**src/rtl/red_pitaya_dfilt_dac.sv**
```systemverilog
// DAC-side equalizer: FIR pre-emphasis, single-pole IIR and output gain with saturation.
// Coefficients are double-buffered and swapped in through a short flush of the filter path.
module red_pitaya_dfilt_dac #(
  parameter int unsigned FLUSH_LEN = 5
) (
  input  logic               dac_clk_i,
  input  logic               dac_rstn_i,
  input  logic signed [13:0] dac_dat_i,
  output logic signed [13:0] dac_dat_o,
  input  logic signed [17:0] cfg_bb_i,
  input  logic signed [17:0] cfg_aa_i,
  input  logic signed [17:0] cfg_kk_i,
  input  logic               cfg_we_i,
  input  logic               cfg_en_i,
  output logic               cfg_busy_o,
  output logic               sat_o,
  input  logic               sat_clr_i
);

  typedef enum logic [1:0] {ST_BYPASS, ST_RUN, ST_FLUSH} state_e;

  typedef struct packed {
    logic [17:0] aa;
    logic [17:0] bb;
    logic [17:0] kk;
  } coef_t;

  localparam coef_t      COEF_RST = '{aa: 18'h0_0000, bb: 18'h0_0000, kk: 18'h1_0000};
  localparam logic [2:0] CNT_LAST = 3'(FLUSH_LEN - 1);

  state_e             state_q, state_d;
  logic [2:0]         cnt_q, cnt_d;
  logic               load_act;
  coef_t              shd_q, shd_d, act_q;
  logic               busy_q, sat_q, sat_d;

  logic signed [13:0] x1_q;
  logic signed [14:0] dif1_q, dif1_d;
  logic signed [15:0] w2_q, w2_d;
  logic signed [23:0] v3_q, v3_d;
  logic signed [17:0] g4_q, g4_d;
  logic signed [13:0] byp_q [4];
  logic signed [13:0] dat_q, dat_d;

  logic signed [17:0] aa_act, bb_act, kk_act;
  logic signed [16:0] bb_term;
  logic signed [17:0] s2_sum;
  logic signed [23:0] w2_sh;
  logic signed [24:0] aa_term;
  logic signed [25:0] s3_sum;
  logic signed [13:0] g4_sat;
  logic               clamp16, clamp24, clamp14;

  always_comb begin
    // NOTE: every signal gets a default before the case so no path infers a latch.
    state_d  = state_q;
    cnt_d    = cnt_q;
    load_act = 1'b0;
    unique case (state_q)
      ST_BYPASS: begin
        if (cfg_en_i) begin
          state_d  = ST_FLUSH;
          cnt_d    = '0;
          load_act = 1'b1;
        end
      end
      ST_RUN: begin
        if (!cfg_en_i) begin
          state_d = ST_BYPASS;
        end else if (cfg_we_i) begin
          state_d  = ST_FLUSH;
          cnt_d    = '0;
          load_act = 1'b1;
        end
      end
      ST_FLUSH: begin
        if (!cfg_en_i) begin
          state_d = ST_BYPASS;
        end else if (cfg_we_i) begin
          cnt_d    = '0;
          load_act = 1'b1;
        end else if (cnt_q == CNT_LAST) begin
          state_d = ST_RUN;
        end else begin
          cnt_d = cnt_q + 3'd1;
        end
      end
      default: state_d = ST_BYPASS;
    endcase
  end

  // Active set loads from shd_d so a write in the entry cycle takes effect at once.
  always_comb begin
    shd_d = shd_q;
    if (cfg_we_i) shd_d = '{aa: cfg_aa_i, bb: cfg_bb_i, kk: cfg_kk_i};
  end

  assign aa_act = act_q.aa;
  assign bb_act = act_q.bb;
  assign kk_act = act_q.kk;

  assign dif1_d  = 15'(dac_dat_i) - 15'(x1_q);

  assign bb_term = 17'((33'(bb_act) * 33'(dif1_q)) >>> 16);
  assign s2_sum  = 18'(x1_q) + 18'(bb_term);
  assign clamp16 = (s2_sum[17:15] != 3'b000) && (s2_sum[17:15] != 3'b111);
  assign w2_d    = clamp16 ? (s2_sum[17] ? 16'sh8000 : 16'sh7FFF) : s2_sum[15:0];

  assign w2_sh   = {w2_q, 8'h00};
  assign aa_term = 25'((42'(aa_act) * 42'(v3_q)) >>> 17);
  assign s3_sum  = 26'(w2_sh) + 26'(aa_term);
  assign clamp24 = (s3_sum[25:23] != 3'b000) && (s3_sum[25:23] != 3'b111);
  assign v3_d    = load_act ? '0 :
                   clamp24  ? (s3_sum[25] ? 24'sh80_0000 : 24'sh7F_FFFF) : s3_sum[23:0];

  assign g4_d    = 18'((42'(kk_act) * 42'(v3_q)) >>> 24);
  assign clamp14 = (g4_q[17:13] != 5'b00000) && (g4_q[17:13] != 5'b11111);
  assign g4_sat  = clamp14 ? (g4_q[17] ? 14'sh2000 : 14'sh1FFF) : g4_q[13:0];

  assign dat_d   = (state_q == ST_RUN) ? g4_sat : byp_q[3];
  assign sat_d   = ((state_q == ST_RUN) && (clamp16 || clamp24 || clamp14)) || (sat_q && !sat_clr_i);

  // NOTE: all state updates use non-blocking assignments so stages shift in lockstep.
  always_ff @(posedge dac_clk_i or negedge dac_rstn_i) begin
    if (!dac_rstn_i) begin
      state_q <= ST_BYPASS;
      cnt_q   <= '0;
      shd_q   <= COEF_RST;
      act_q   <= COEF_RST;
      busy_q  <= 1'b0;
      sat_q   <= 1'b0;
      x1_q    <= '0;
      dif1_q  <= '0;
      w2_q    <= '0;
      v3_q    <= '0;
      g4_q    <= '0;
      dat_q   <= '0;
      // NOTE: the bypass line is reset too, so the output reads 0 straight out of reset.
      for (int i = 0; i < 4; i++) byp_q[i] <= '0;
    end else begin
      state_q <= state_d;
      cnt_q   <= cnt_d;
      shd_q   <= shd_d;
      if (load_act) act_q <= shd_d;
      busy_q  <= (state_d == ST_FLUSH);
      sat_q   <= sat_d;
      x1_q    <= dac_dat_i;
      dif1_q  <= dif1_d;
      w2_q    <= w2_d;
      v3_q    <= v3_d;
      g4_q    <= g4_d;
      dat_q   <= dat_d;
      byp_q[0] <= dac_dat_i;
      for (int i = 1; i < 4; i++) byp_q[i] <= byp_q[i-1];
    end
  end

  assign dac_dat_o  = dat_q;
  assign cfg_busy_o = busy_q;
  assign sat_o      = sat_q;

endmodule
```
**config.mk**
```make
export PLATFORM = sky130hd
export DESIGN_NAME = red_pitaya_dfilt_dac
export DESIGN_NICKNAME = d
export VERILOG_FILES = /design/src/rtl/red_pitaya_dfilt_dac.sv
export SDC_FILE = /design/constraint.sdc
export NUM_CORES = 2
export LEC_CHECK = 0
export BUFFER_PORTS_ARGS = -buffer_cell sky130_fd_sc_hd__buf_2
export CORE_UTILIZATION = 45
export CTS_CLUSTER_DIAMETER = 120
export DETAILED_ROUTE_END_ITERATION = 7
export GPL_TIMING_DRIVEN = 0
export PLACE_DENSITY_LB_ADDON = 0.15
export SLEW_MARGIN = 20
export SYNTH_ARGS = -nofsm -noshare
export SYNTH_HDL_FRONTEND = slang
export SYNTH_SLANG_ARGS = --single-unit
```
**constraint.sdc**
```tcl
create_clock -name dac_clk_i -period 11.4 [get_ports dac_clk_i]
set_input_delay 0.57 -clock dac_clk_i [delete_from_list [all_inputs] [get_ports dac_clk_i]]
set_output_delay 0.57 -clock dac_clk_i [all_outputs]
set_load 0.05 [all_outputs]
```
==> metrics <==
Die Span X 335 microns; layout net count 6855; Setup Skew 0.0502 ns; I/O Pins 89; antenna viol nets, final 0; remaining global-route overflow 0; Synth Area in Adders 0.529; Ys Warns 0; worst-case reg-to-reg path depth 34; M1 GR Usage 0.338; mapped cell area 0.0500 sq mm; worst reg2reg setup slack 0.51 ns; Multi-input gate area 0.0379 sq mm; synth unique cells 79; Mapped Cells 5209; pin count of the biggest net entering global routing 96; Max Cap Viol 0; H-tree levels 2; height of the die 335 microns; DRC Markers 0; syn nets 6731; Critical Path Most Common Cell fa_1; XOR/XNOR Fraction of Synth Area 0.0196; drt pass-1 iters 6; root buffer cell clkbuf_16; Avg WL per Cell 21.3 microns; most common cell after layout, fill and taps aside inv_1; min cycle time layout 10.89 ns; CP Data Arrival Time 11.33 ns; Reg area 0.00646 sq mm; Slew headroom 0.234; CP startpoint v3_q[11]; FFs w/ async S/R, synth 1.00; CP max stage delay 0.63 ns; Via density 5.18; share of layout cells above drive strength 1 0.0575; critical path peak fanout 11; worst-margin pin slew 1.15 ns; Initial Util 0.457; final hold viol count 0; Rows 121; Post-DP HPWL 122000 microns; outcome finished clean; r2r endpoint v3_q[1]; initial antenna violation count 5; post-synthesis mux area share 0.0262; first-pass GRT wire length 227000 microns; P&R area growth vs syn 7.26%; met2 GRT Util 0.466; compound-gate portion of the synthesized area 0.0494; Worst-path clk slew 0.06 ns; clk sinks 258; register area share after synthesis 0.129; total number of vias 35400; initial DRC count 2190; fmax 0.0918 GHz; Crit-path slowest cell clkbuf_1; fillers 10500; core footprint 0.109 sq mm; vias in the first global route 38200; M3 GR Usage 0.0390; Syn Area/Cell 9.60 sq um; Skew-Pair Late Insertion Delay 0.64 ns; CP endpoint kind flip-flop; setup_tns 0 ns; CTS tree built; Die ar. 0.112 sq mm; top_reg_cell synth dfrtp_1; final setup vio count 0; Yosys reg bits 258; global route hottest layer met2; Global Route Usage Sum 0.271; main combinational cell family by area after synthesis adder cells; WHS 0.0776 ns; TritonCTS Buffers 36; final max-slew violation count 0; FF-to-FF Start v3_q[11]; RSZ-0062 raised after global routing false; Worst Setup EP v3_q[1]; Crit path required time 11.84 ns; placer congestion estimate 0.947; Bufs on Longest Clock Path 3; most frequent cells in the layout inv_1 (1264), fa_1 (1111), nand2_1 (741), and2_1 (386), ha_1 (338); startpoint type of the worst setup path flip-flop; port bufs 88; Final period util 0.955; Total Wirelength 145000 microns; simple-gate share of the synthesized area 0.134; critical path type reg -> reg; Hold Crit Class in -> reg; Post-synth EDFFs 0
## synth_stat cells (20+ instances only)
cell      number  share of area
a21o_1        47         0.0071
a21oi_1      110          0.011
and2_1       386          0.048
clkbuf_1     226          0.017
dfrtp_1      256           0.13
fa_1        1111           0.44
ha_1         338          0.085
inv_1       1264          0.095
mux2_2       110          0.025
nand2_1      741          0.056
nand2b_1      43         0.0054
nor2_1       112         0.0084
nor2b_1       21         0.0026
nor3_1        28         0.0028
o21a_1        20         0.0030
o21ai_0       48         0.0048
xnor2_1       84          0.015
xor2_1        28         0.0049
## worst min path at each step
stage,startpoint,end,slack (ns),depth (start not counted)
final,dac_dat_i[9],byp_q[51],0.08,1
after global routing,dac_dat_i[9],byp_q[51],0.07,1
after CTS,dac_dat_i[9],byp_q[51],0.05,1
after detailed placement,byp_q[16],byp_q[2],0.33,0
after global placement,byp_q[29],byp_q[15],0.33,0
after floorplan,dac_rstn_i,aa_act[0],0.27,0
## critical path: cells and delay by family (launching register included)
family	cells	cell delay, ns
adder cells (fa/ha/maj)	9	4.06
AO/OA/AOI/OAI	12	3.32
buffers and inverters	6	1.41
AND/OR/NAND/NOR	6	1.30
flip-flops	1	0.32
XOR/XNOR	1	0.30
## state kept, by name, indices dropped and copies added (netlist names)
register / cells
byp_q: 56
shd_q: 54
v3_q: 24
aa_act: 18
bb_act: 18
g4_q: 18
kk_act: 18
w2_q: 16
dif1_q: 15
dac_dat_o: 14
cnt_q: 3
state_q: 2
cfg_busy_o: 1
sat_o: 1
## kinds of logic (layout without fill, tap and decap cells)
| kind of cell | Yosys count | after routing |
|---|---|---|
| buf+inv | 1496 | 1647 |
| other cells | 0 | 4 |
| xor+xnor | 112 | 112 |
| fa+ha+maj | 1449 | 1449 |
| flops | 258 | 258 |
| simple gates | 1414 | 1414 |
| mux | 117 | 117 |
| compound gates | 363 | 363 |
## cell type report
class	count	share of cell area
antenna	4	0.000187
tap	1476	0.0344
clock inverter	21	0.00553
sequential	258	0.120
timing repair buffer	91	0.00961
multi-input combinational	3455	0.707
buffer	227	0.0164
clock buffer	44	0.0179
inverter	1264	0.0884
## metrics by stage
step	instances	area (sq um)	utilization	worst slack [ns]
final	6840	53700	0.490	0.509
after global routing	6836	53600	0.490	0.0437
after CTS	6841	53600	0.490	0.115
after detailed placement	6775	52400	0.479	0.127
after global placement	6773	52300	0.478	-0.281
after floorplan	5209	50000	-	3.06
## routing by layer
| layer | share of wire | vias to the layer above |
|---|---|---|
| li1 | - | 15600 |
| met1 | 0.39 | 18400 |
| met2 | 0.49 | 1119 |
| met3 | 0.062 | 334 |
| met4 | 0.052 | 0 |
| met5 | 0 | - |
## repair_timing
| item | 4_1_cts | 5_1_grt |
|---|---|---|
| endpoints found under the hold margin | 6 | 0 |
| buffers inserted | 0 | 0 |
| hold buffers | 1 | 0 |
| gates resized for setup | 0 | 24 |
| setup endpoints to repair | 0 | 21 |
Power is left out: the tool's default activity adds up to more than one toggle a clock period on the data nets, which glitch-free logic cannot reach.
